`config.mk`:
```
export PLATFORM = sky130hd
export DESIGN_NAME = fibonacci_gen_p
export DESIGN_NICKNAME = d
export VERILOG_FILES = /design/src/rtl/fibonacci_gen_p.sv
export SDC_FILE = /design/constraint.sdc
export NUM_CORES = 1
export LEC_CHECK = 0
export BUFFER_PORTS_ARGS = -buffer_cell sky130_fd_sc_hd__buf_2
export CORE_MARGIN = 3
export CORE_UTILIZATION = 58
export DETAILED_ROUTE_END_ITERATION = 12
export PLACE_DENSITY_LB_ADDON = 0.12
export SKIP_CTS_REPAIR_TIMING = 1
export SLEW_MARGIN = 20
export SYNTH_ARGS = -nofsm -noshare
export SYNTH_HDL_FRONTEND = slang
export SYNTH_SLANG_ARGS = --single-unit
export TNS_END_PERCENT = 1
```
`constraint.sdc`:
```
create_clock -name clk_i -period 2.7 [get_ports clk_i]
set_input_delay 0.405 -clock clk_i [delete_from_list [all_inputs] [get_ports clk_i]]
set_output_delay 0.405 -clock clk_i [all_outputs]
set_load 0.02 [all_outputs]
```
`src/rtl/fibonacci_gen_p.sv`:
```
// Sequential Fibonacci generator: F(n) mod 2^RES_W with sticky overflow,
// optional streaming of every intermediate term, and an abort control.
module fibonacci_gen_p #(
    parameter int IDX_W = 5,
    parameter int RES_W = 20
) (
    input  logic             clk_i,
    input  logic             rst_ni,
    input  logic             start_i,
    input  logic             abort_i,
    input  logic             mode_i,
    input  logic [IDX_W-1:0] i_i,
    output logic             ready_o,
    output logic             busy_o,
    output logic             done_tick_o,
    output logic [RES_W-1:0] f_o,
    output logic             ovf_o,
    output logic             valid_o,
    output logic [RES_W-1:0] term_o,
    output logic [IDX_W-1:0] idx_o,
    output logic [1:0]       state_o
);

    // Handshake: start_i is accepted only on an edge where ready_o=1 (IDLE);
    // busy_o covers OP and DONE; done_tick_o marks the single DONE cycle, when
    // f_o/ovf_o hold the result. valid_o strobes each streamed term for one cycle.
    typedef enum logic [1:0] {
        S_IDLE = 2'd0,
        S_OP   = 2'd1,
        S_DONE = 2'd2
    } state_t;

    state_t state_q, state_d;

    logic [IDX_W-1:0] n_q;
    logic [IDX_W-1:0] k_q;
    logic [RES_W-1:0] t0_q;
    logic [RES_W-1:0] t1_q;
    logic             mode_q;
    logic [RES_W-1:0] f_q;
    logic             ovf_q;
    logic             valid_q;
    logic [RES_W-1:0] term_q;
    logic [IDX_W-1:0] idx_q;

    logic [RES_W:0]   sum;
    logic             last;

    assign sum  = {1'b0, t0_q} + {1'b0, t1_q};
    // The counter stops at 1, so the maximum index never wraps it.
    assign last = (n_q <= IDX_W'(1));

    // State register
    always_ff @(posedge clk_i or negedge rst_ni) begin
        if (!rst_ni) begin
            state_q <= S_IDLE;
        end else begin
            state_q <= state_d;
        end
    end

    // Next-state logic; abort takes priority over completion in OP
    always_comb begin
        state_d = state_q;
        case (state_q)
            S_IDLE: begin
                if (start_i) state_d = S_OP;
            end
            S_OP: begin
                if (abort_i)   state_d = S_IDLE;
                else if (last) state_d = S_DONE;
            end
            S_DONE: begin
                state_d = S_IDLE;
            end
            default: begin
                state_d = S_IDLE;
            end
        endcase
    end

    // Output logic
    always_comb begin
        ready_o     = 1'b0;
        busy_o      = 1'b0;
        done_tick_o = 1'b0;
        case (state_q)
            S_IDLE: ready_o = 1'b1;
            S_OP:   busy_o  = 1'b1;
            S_DONE: begin
                busy_o      = 1'b1;
                done_tick_o = 1'b1;
            end
            default: ready_o = 1'b0;
        endcase
    end

    // Datapath: operands, counters, result and stream registers
    always_ff @(posedge clk_i or negedge rst_ni) begin
        if (!rst_ni) begin
            n_q     <= '0;
            k_q     <= '0;
            t0_q    <= '0;
            t1_q    <= '0;
            mode_q  <= 1'b0;
            f_q     <= '0;
            ovf_q   <= 1'b0;
            valid_q <= 1'b0;
            term_q  <= '0;
            idx_q   <= '0;
        end else begin
            valid_q <= 1'b0;
            case (state_q)
                S_IDLE: begin
                    if (start_i) begin
                        n_q    <= i_i;
                        mode_q <= mode_i;
                        t0_q   <= '0;
                        t1_q   <= RES_W'(1);
                        k_q    <= IDX_W'(1);
                        ovf_q  <= 1'b0;
                    end
                end
                S_OP: begin
                    if (!abort_i) begin
                        if (last) begin
                            f_q <= (n_q == '0) ? '0 : t1_q;
                        end else begin
                            t0_q <= t1_q;
                            t1_q <= sum[RES_W-1:0];
                            n_q  <= n_q - IDX_W'(1);
                            k_q  <= k_q + IDX_W'(1);
                            if (sum[RES_W]) ovf_q <= 1'b1;
                            if (mode_q) begin
                                valid_q <= 1'b1;
                                term_q  <= sum[RES_W-1:0];
                                idx_q   <= k_q + IDX_W'(1);
                            end
                        end
                    end
                end
                default: begin
                end
            endcase
        end
    end

    assign f_o     = f_q;
    assign ovf_o   = ovf_q;
    assign valid_o = valid_q;
    assign term_o  = term_q;
    assign idx_o   = idx_q;
    assign state_o = state_q;

    ready_busy_excl: assert property (@(posedge clk_i) disable iff (!rst_ni)
        ready_o != busy_o);
    valid_only_streaming: assert property (@(posedge clk_i) disable iff (!rst_ni)
        valid_o |-> (state_q == S_OP && mode_q));

endmodule

```
==> results.md, run 1 <==
- The sequential element share of the synthesized area is around half.
- The initial antenna violation count is 0.
- For this run, the number of Yosys warnings is 0.
- Dividing the final minimum period by the clock period gives a little over nine tenths.
- The clock reaches the later pin of the worst-skew pair after between 300 and 400 ps.
- The core area is around 8400 sq um.
- Broken down by cell family, the worst path's largest delay share belongs to compound AO/OA/AOI/OAI gates.
- The H-tree depth reported by CTS is 3.
- The final layout contains routed wiring with a total length of ~12 mm.
- The async set-or-reset flop fraction in the synthesized netlist is 100%.
- The arrival time reported for the critical path endpoint is 2830 ps.
- The detailed-router iteration count before antenna repair is 4.
- The slowest cell on the critical path is sky130_fd_sc_hd__dfrtp_1.
- The global-route congestion overflow total is 0.
- The growth of design area from synthesis to finish is 11.6%.
- Internal power comes to 2.57 mW.
- The worst hold path belongs to the class input pin to asynchronous set/reset pin.
- The half-perimeter wire length of the detailed placement result is between 8 and 9 mm.
- Counting buffers and inverters, the worst setup path is 9 cells deep.
- The post-synthesis cell area is just over 5000 sq um.
- The worst reg2reg path depth is 9.
- The share of power burned in combinational logic is roughly 35%.
- Counting along the longest clock path gives a buffer depth of 2.
- The proportion of total power due to net switching is 41.0%.
- The detail route stage leaves a number of antenna-violating nets equal to 0.
- The worst setup skew after layout is ~9.5 ps.
- The die covers between 9000 and 10000 sq um.
- Among all flip-flop cells after synthesis, the most frequent one is sky130_fd_sc_hd__dfrtp_1.
- The wire length of the first global-routing pass is between 15 and 20 mm.
- After detailed routing, the number of remaining DRC violations is 0.
- Entering global routing, the biggest net connects 74 pins.
- The final layout net count is between 600 and 700.
- The number of vias after detailed routing is approximately 4200.
- The upper clock frequency limit is around 0.4 GHz.
- The average routed wire per standard cell is between 15 and 20 um.
- The worst setup path is of the flop to flop kind.
- The cell count after synthesis is 546.
- For the worst setup path, the data required time is ~3000 ps.
- The largest single stage delay on the critical path is 420 ps.
- Setup violations remaining at the end of the flow were counted as 0.
- The number of global-route vias before repair was between 3000 and 4000.
- The average via count per standard cell is approximately 5.9.
- Measured against its own limit, the worst slew margin works out to a little under 40%.
- The top cell types in the final layout, fill and taps aside, are sky130_fd_sc_hd__nand2_1 (116), sky130_fd_sc_hd__dfrtp_1 (100), sky130_fd_sc_hd__o21ai_0 (78), sky130_fd_sc_hd__buf_2 (60), sky130_fd_sc_hd__a21oi_1 (30).
- Measured along the y axis, the die boundary spans 99.7 um.
- For the finished layout, the period the worst path requires is between 2000 and 3000 ps.
- The leakage power summed over all cells is 2.76 nW.
- The first-iteration detailed-routing DRC count is between 150 and 200.
- The largest driver fanout on the critical path is 4.
- The share of total power dissipated in sequential elements is between 40% and 50%.
- The number of buffer cells added on primary ports is 61.
- The total net switching power is approximately 1.8 mW.
- The CTS tree is yes.
- In this run the power density over the cells is 766 nW/um^2.
- The total number of placement rows is 33.
- The clock sink total is 100.
- STA classifies the critical path startpoint as a flop.
- During I/O placement, the number of pins put on the boundary was 62.
- The final estimated routing congestion in global placement is around 0.88.
- The count of buffer and inverter cells on the critical path is 1.
- The number of enable-type register cells in the synthesized netlist is 0.
- VDD sags by at most roughly 430 uV.
- The final count of hold timing violations is 0.
- The starting density of the core is roughly 61%.
- The tool flagged a number of max-cap violations equal to 0.
- After synthesis, the mean cell area works out to approximately 9.3 sq um.
- The endpoint kind of the worst setup timing path is a flop.
- The root buffer selected by CTS is sky130_fd_sc_hd__clkbuf_8.
- The synthesized design contains 100 register bits.
- The post-synthesis net count is a little under 600.
- The repair_antennas step left the layout with diodes totalling 0.
- The CTS buffer count is 9.
- The number of max-slew violations in the final report is 0.
- The core occupancy in the finished layout is 67.8%.
- The clock edge transition at the registers on the reported setup and hold paths is around 110 ps.
- The portion of total power attributed to the clock network is between 20 and 25%.
- Across all hold checks on the routed design, the worst slack comes to 164 ps.
- The horizontal die dimension is 99.7 um.
- The flow ran to the end, and the final reports show no timing, DRC or antenna violations.
- The number of different library cells in the post-synthesis netlist is 52.
- Setup repair after global routing left no endpoint under its margin.
- The signal on the critical path passes through ha_1, inv_1, fa_1, nand2b_1, a21oi_1, o211ai_1, a211oi_1, nor3_1, o31ai_1.
- For this run, the total global-route usage over all layers was measured as 24.9%.
- The most common library cell in the layout ignoring fill and taps is sky130_fd_sc_hd__nand2_1.
- The total negative slack is 0 ps.
- The fraction of final layout cells sized beyond drive strength 1 is about 15%.
- The pin slew with the least headroom to its limit is a little over 900 ps.
## cell usage after synthesis (all sizes together) (4+ instances only)
master	instances	area, sq um
o22ai	4	25.0
clkbuf	20	75.1
o21ai	78	390
dfrtp	100	2500
ha	26	325
a21o	6	45.0
nand2	116	435
o211ai	4	30.0
nand3	5	25.0
nor2	18	67.6
xor2	9	78.8
nor3	9	45.0
buf	10	50.1
nand2b	6	37.5
nand4	4	25.0
a21oi	31	159
xnor2	7	61.3
a211oi	4	30.0
o31ai	10	75.1
inv	15	56.3
a22o	18	158
## metal layers
metal / vias to the layer above / GRT usage (%) / wire (um)
li1: 2024 / - / -
met1: 1992 / 36.7 / 5480
met2: 150 / 36.8 / 5300
met3: 18 / 5.40 / 794
met4: 0 / 8.19 / 190
met5: - / 0 / 0
## area by class of cell
type / count / area, sq um
Clock inverter: 7 / 67.6
Inverter: 15 / 56.3
Tap cell: 105 / 131
Timing Repair Buffer: 69 / 393
Fill cell: 699 / 2700
Clock buffer: 9 / 124
Multi-Input combinational cell: 401 / 2400
Sequential cell: 100 / 2500
## power by group through the flow
stage / Clock (mW) / Sequential (mW) / Combinational, mW
after detailed placement: 0 / 1.93 / 1.50
after CTS: 0.970 / 1.90 / 1.51
final: 0.943 / 1.91 / 1.50
after floorplan: 0 / 1.99 / 0.950
after global placement: 0 / 1.92 / 1.46
after global routing: 1.03 / 1.94 / 1.68
## cells by family (layout without fill, tap and decap cells)
family                     Yosys count  in the layout  synth area share [%]
AOI/OAI and AO/OA                  179            179                  22.1
and+or+nand+nor                    175            175                  14.8
DFF                                100            100                  49.2
buffers and inverters               45            100                  3.57
adders and majority gates           27             27                  6.79
xor gates and xnor gates            16             16                  2.75
muxes                                4              4                 0.836
## per-stage QoR
stage          cell area, sq um  worst slack (ps)  std cells  power, mW
6_report                   5680               152        706       4.35
5_1_grt                    5680              3.43        706       4.65
4_1_cts                    5680               223        706       4.38
3_5_place_dp               5490               248        690       3.43
3_3_place_gp               5490               368        690       3.38
2_1_floorplan              5090               561        546       2.94
## path summary, 6_finish.rpt
path                          start  slack (ps)  endpoint
setup / recovery            t1_q[0]         150  t1_q[16]
hold / removal               rst_ni         160    n_q[3]
setup reg to reg            t1_q[0]         150  t1_q[16]
hold reg to reg            idx_o[1]         480  idx_o[1]
max in group asynchronous    rst_ni        1880   t0_q[2]
min in group clk_i           mode_i         260    mode_q
## sequential cells by signal, summed over array words and instances (netlist names)
register	flops
n_q	5
f_o	20
term_o	20
idx_o	5
state_o	2
valid_o	1
t0_q	20
ovf_o	1
k_q	5
t1_q	20
mode_q	1
(Power assumes the default switching activity.)
==> run 2: changes to the inputs <==
--- a/config.mk
+++ b/config.mk
@@ -6,6 +6,7 @@
 export NUM_CORES = 1
 export LEC_CHECK = 0
 export BUFFER_PORTS_ARGS = -buffer_cell sky130_fd_sc_hd__buf_2
+export CORE_ASPECT_RATIO = 2
 export CORE_MARGIN = 3
 export CORE_UTILIZATION = 58
 export DETAILED_ROUTE_END_ITERATION = 12
==> results.md, run 2 (synthesized netlist as in run 1, its figures left out) <==
- The tree is rooted in a sky130_fd_sc_hd__clkbuf_16.
- The total number of placement rows is 47 (+42%).
- The final cycle utilization of the critical path is 93.3% (-1.1 points).
- The clock edge transition at the registers on the reported setup and hold paths is 60 ps (-50 ps).
- The final estimated routing congestion in global placement is 0.975 (+10%).
- The height of the chip was 138 um (+39%).
- The worst setup path is captured at a flop.
- The required time of the worst setup path was 2940 ps (-40 ps).
- The layout filler cell count is 692 (-1.0%).
- The number of antenna-violating nets in the routed design is 0 (unchanged).
- The setup violation total in the final timing report was 0 (unchanged).
- The library cell used most frequently in the layout, excluding fill and tap cells, is sky130_fd_sc_hd__nand2_1.
- The critical path startpoint category is a flop.
- The category of the most critical setup path is flop to flop.
- In the layout the commonest cells are sky130_fd_sc_hd__nand2_1 (116), sky130_fd_sc_hd__dfrtp_1 (100), sky130_fd_sc_hd__o21ai_0 (78), sky130_fd_sc_hd__buf_2 (60), sky130_fd_sc_hd__a21oi_1 (30).
- The fraction of final layout cells sized beyond drive strength 1 is 15.3% (-0.19 points).
- TritonCTS built the clock tree.
- The number of vias after detailed routing is 4180 (-0.096%).
- The core area is 8410 sq um (+0.33%).
- The total net switching power is 1.70 mW (-4.9%).
- The part of the total power dissipated in sequential elements is 41.2% (-2.7 points).
- The proportion of total power due to net switching is 36.7% (-4.3 points).
- The leakage power summed over all cells is 2.82 nW (+1.9%).
- The post-detailed-routing wire length is 11.4 mm (-2.9%).
- The maximum buffer depth of the clock tree came to 2 (unchanged).
- The maximum number of pins on one net before global-route repair is 43 (-42%).
- The final layout net count was 636 (+0.47%).
- The half-perimeter wire length of the detailed placement result is 8.45 mm (+1.9%).
- The largest driver fanout on the critical path is 4 (unchanged).
- The number of global-route vias before repair is 4108 (+3.3%).
- The CTS buffer count is 9 (unchanged).
- The residual DRC count came to 0 (unchanged).
- The core occupancy in the finished layout is 68.7% (+0.91 points).
- The relative max-transition margin is 50.9% (+13 points).
- The flow ran to the end, but the final reports show violations.
- The number of buffer cells added on primary ports was 61 (unchanged).
- The portion of total power attributed to the clock network is 26.2% (+4.5 points).
- The final worst hold slack came to -0.379 ps (-164 ps).
- The final count of hold timing violations is 5 (+5).
- The average via count per standard cell came to 5.97 (+0.76%).
- The horizontal die dimension was 72.2 um (-28%).
- The worst reg2reg path depth was 9 (unchanged).
- The checks that failed: hold timing.
- The final antenna diode count came to 0 (unchanged).
- The starting density of the core was 60.5% (-0.20 points).
- The number of top-level pins is 62 (unchanged).
- The total routing usage reported by global routing came to 24.4% (-0.51 points).
- The area of the multi-input gates is 2400 sq um (unchanged).
- For this design, the slowest cell found on the critical path is sky130_fd_sc_hd__a211oi_1.
- The reported max-cap violation count is 0 (unchanged).
- The average routed wire per standard cell is 16.3 um (-2.1%).
- The clock network latency to the later pin of the worst-skew pair was 340 ps (-30 ps).
- The clock sink total is 100 (unchanged).
- The final critical-path required period is 2520 ps (-30.3 ps).
- The number of max-slew violations in the final report is 0 (unchanged).
- The power per standard cell area is 800 nW/um^2 (+4.4%).
- The worst vdd rail ir drop is 727 uV (+68%).
- The biggest cell delay along the critical path is 410 ps (about the same).
- The tightest min-delay check is of the input pin to asynchronous set/reset pin type.
- The H-tree depth reported by CTS was 3 (unchanged).
- The die area is 10000 sq um (+0.69%).
- The cell-internal power is 2.92 mW (+14%).
- Traced cell by cell, the critical path runs through ha_1, inv_1, fa_1, nand2b_1, a21oi_1, o211ai_1, a211oi_1, nor3_1, o31ai_1.
- The arrival time reported for the critical path endpoint is 2760 ps (-70 ps).
- The initial antenna violation count is 0 (unchanged).
- The share of power burned in combinational logic is 32.6% (-1.9 points).
- The area growth from synthesis to layout is 13.5%.
- The area taken by flip-flops and latches is 2500 sq um (unchanged).
- The first-iteration detailed-routing DRC count is 257 (+45%).
- The global-route congestion overflow total is 0 (unchanged).
- The detailed-router iteration count before antenna repair is 5 (+1).
- The pin slew with the least headroom to its limit was 736 ps (-188 ps).
- The upper clock frequency limit is 0.397 GHz (+1.2%).
- The overall power of the completed layout is 4.62 mW (+6.1%).
- The total negative slack came to 0 ps (unchanged).
- The wire length of the first global-routing pass was 19.5 mm (-1.2%).
- Setup repair after global routing left no endpoint under its margin.
- The worst setup skew after layout is 6.54 ps (-2.95 ps).
## run 2: cell types whose count changed in the layout (fill, tap and decap cells not counted), sizes merged
cell / previous run / this run
inv: 19 / 15
clkbuf: 9 / 11
clkinvlp: 1 / 0
bufinv: 0 / 1
buf: 69 / 72
## run 2: per-layer routing
| metal | vias to the layer above | wire (um) | track usage [%] |
|---|---|---|---|
| li1 | 2028 | - | - |
| met1 | 1996 | 4530 | 29.8 |
| met2 | 128 | 6120 | 41.7 |
| met3 | 28 | 463 | 4.00 |
| met4 | 0 | 311 | 10.3 |
| met5 | - | 0 | 0 |
## run 2: area by class of cell
class / count / area share (%)
Sequential cell: 100 / 43.3
Multi-Input combinational cell: 401 / 41.6
Timing Repair Buffer: 72 / 7.19
Clock buffer: 11 / 4.03
Tap cell: 98 / 2.12
Inverter: 15 / 0.975
Clock inverter: 3 / 0.693
## run 2: critical path, delay by kind of cell (launching register included)
family / cells / cell delay, ps
AOI/OAI and AO/OA: 4 / 1060
adders and majority gates: 2 / 580
buffers and inverters: 1 / 60
DFF: 1 / 400
and+or+nand+nor: 2 / 300
## run 2: worst paths after layout
| path | from | to | slack, ps |
|---|---|---|---|
| max in group asynchronous | rst_ni | f_o[10] | 2000 |
| setup reg to reg | t1_q[0] | t1_q[16] | 180 |
| hold / removal | rst_ni | idx_o[2] | -0.4 |
| hold reg to reg | f_o[3] | f_o[3] | 470 |
| min in group clk_i | i_i[4] | n_q[4] | 270 |
| setup / recovery | t1_q[0] | t1_q[16] | 180 |
## run 2: power by group through the flow
stage | Combinational, mW | Sequential (mW) | Clock, mW
2_1_floorplan | 0.950 | 1.99 | 0
3_3_place_gp | 1.47 | 1.92 | 0
3_5_place_dp | 1.51 | 1.93 | 0
4_1_cts | 1.52 | 1.90 | 1.24
5_1_grt | 1.69 | 1.94 | 1.30
6_report | 1.50 | 1.90 | 1.21
## run 2: stage by stage
step | cell area (sq um) | worst slack (ps) | std cells
2_1_floorplan | 5090 | 561 | 546
4_1_cts | 5770 | 230 | 700
3_5_place_dp | 5500 | 256 | 686
3_3_place_gp | 5500 | 350 | 686
5_1_grt | 5770 | 9.85 | 700
6_report | 5770 | 182 | 700
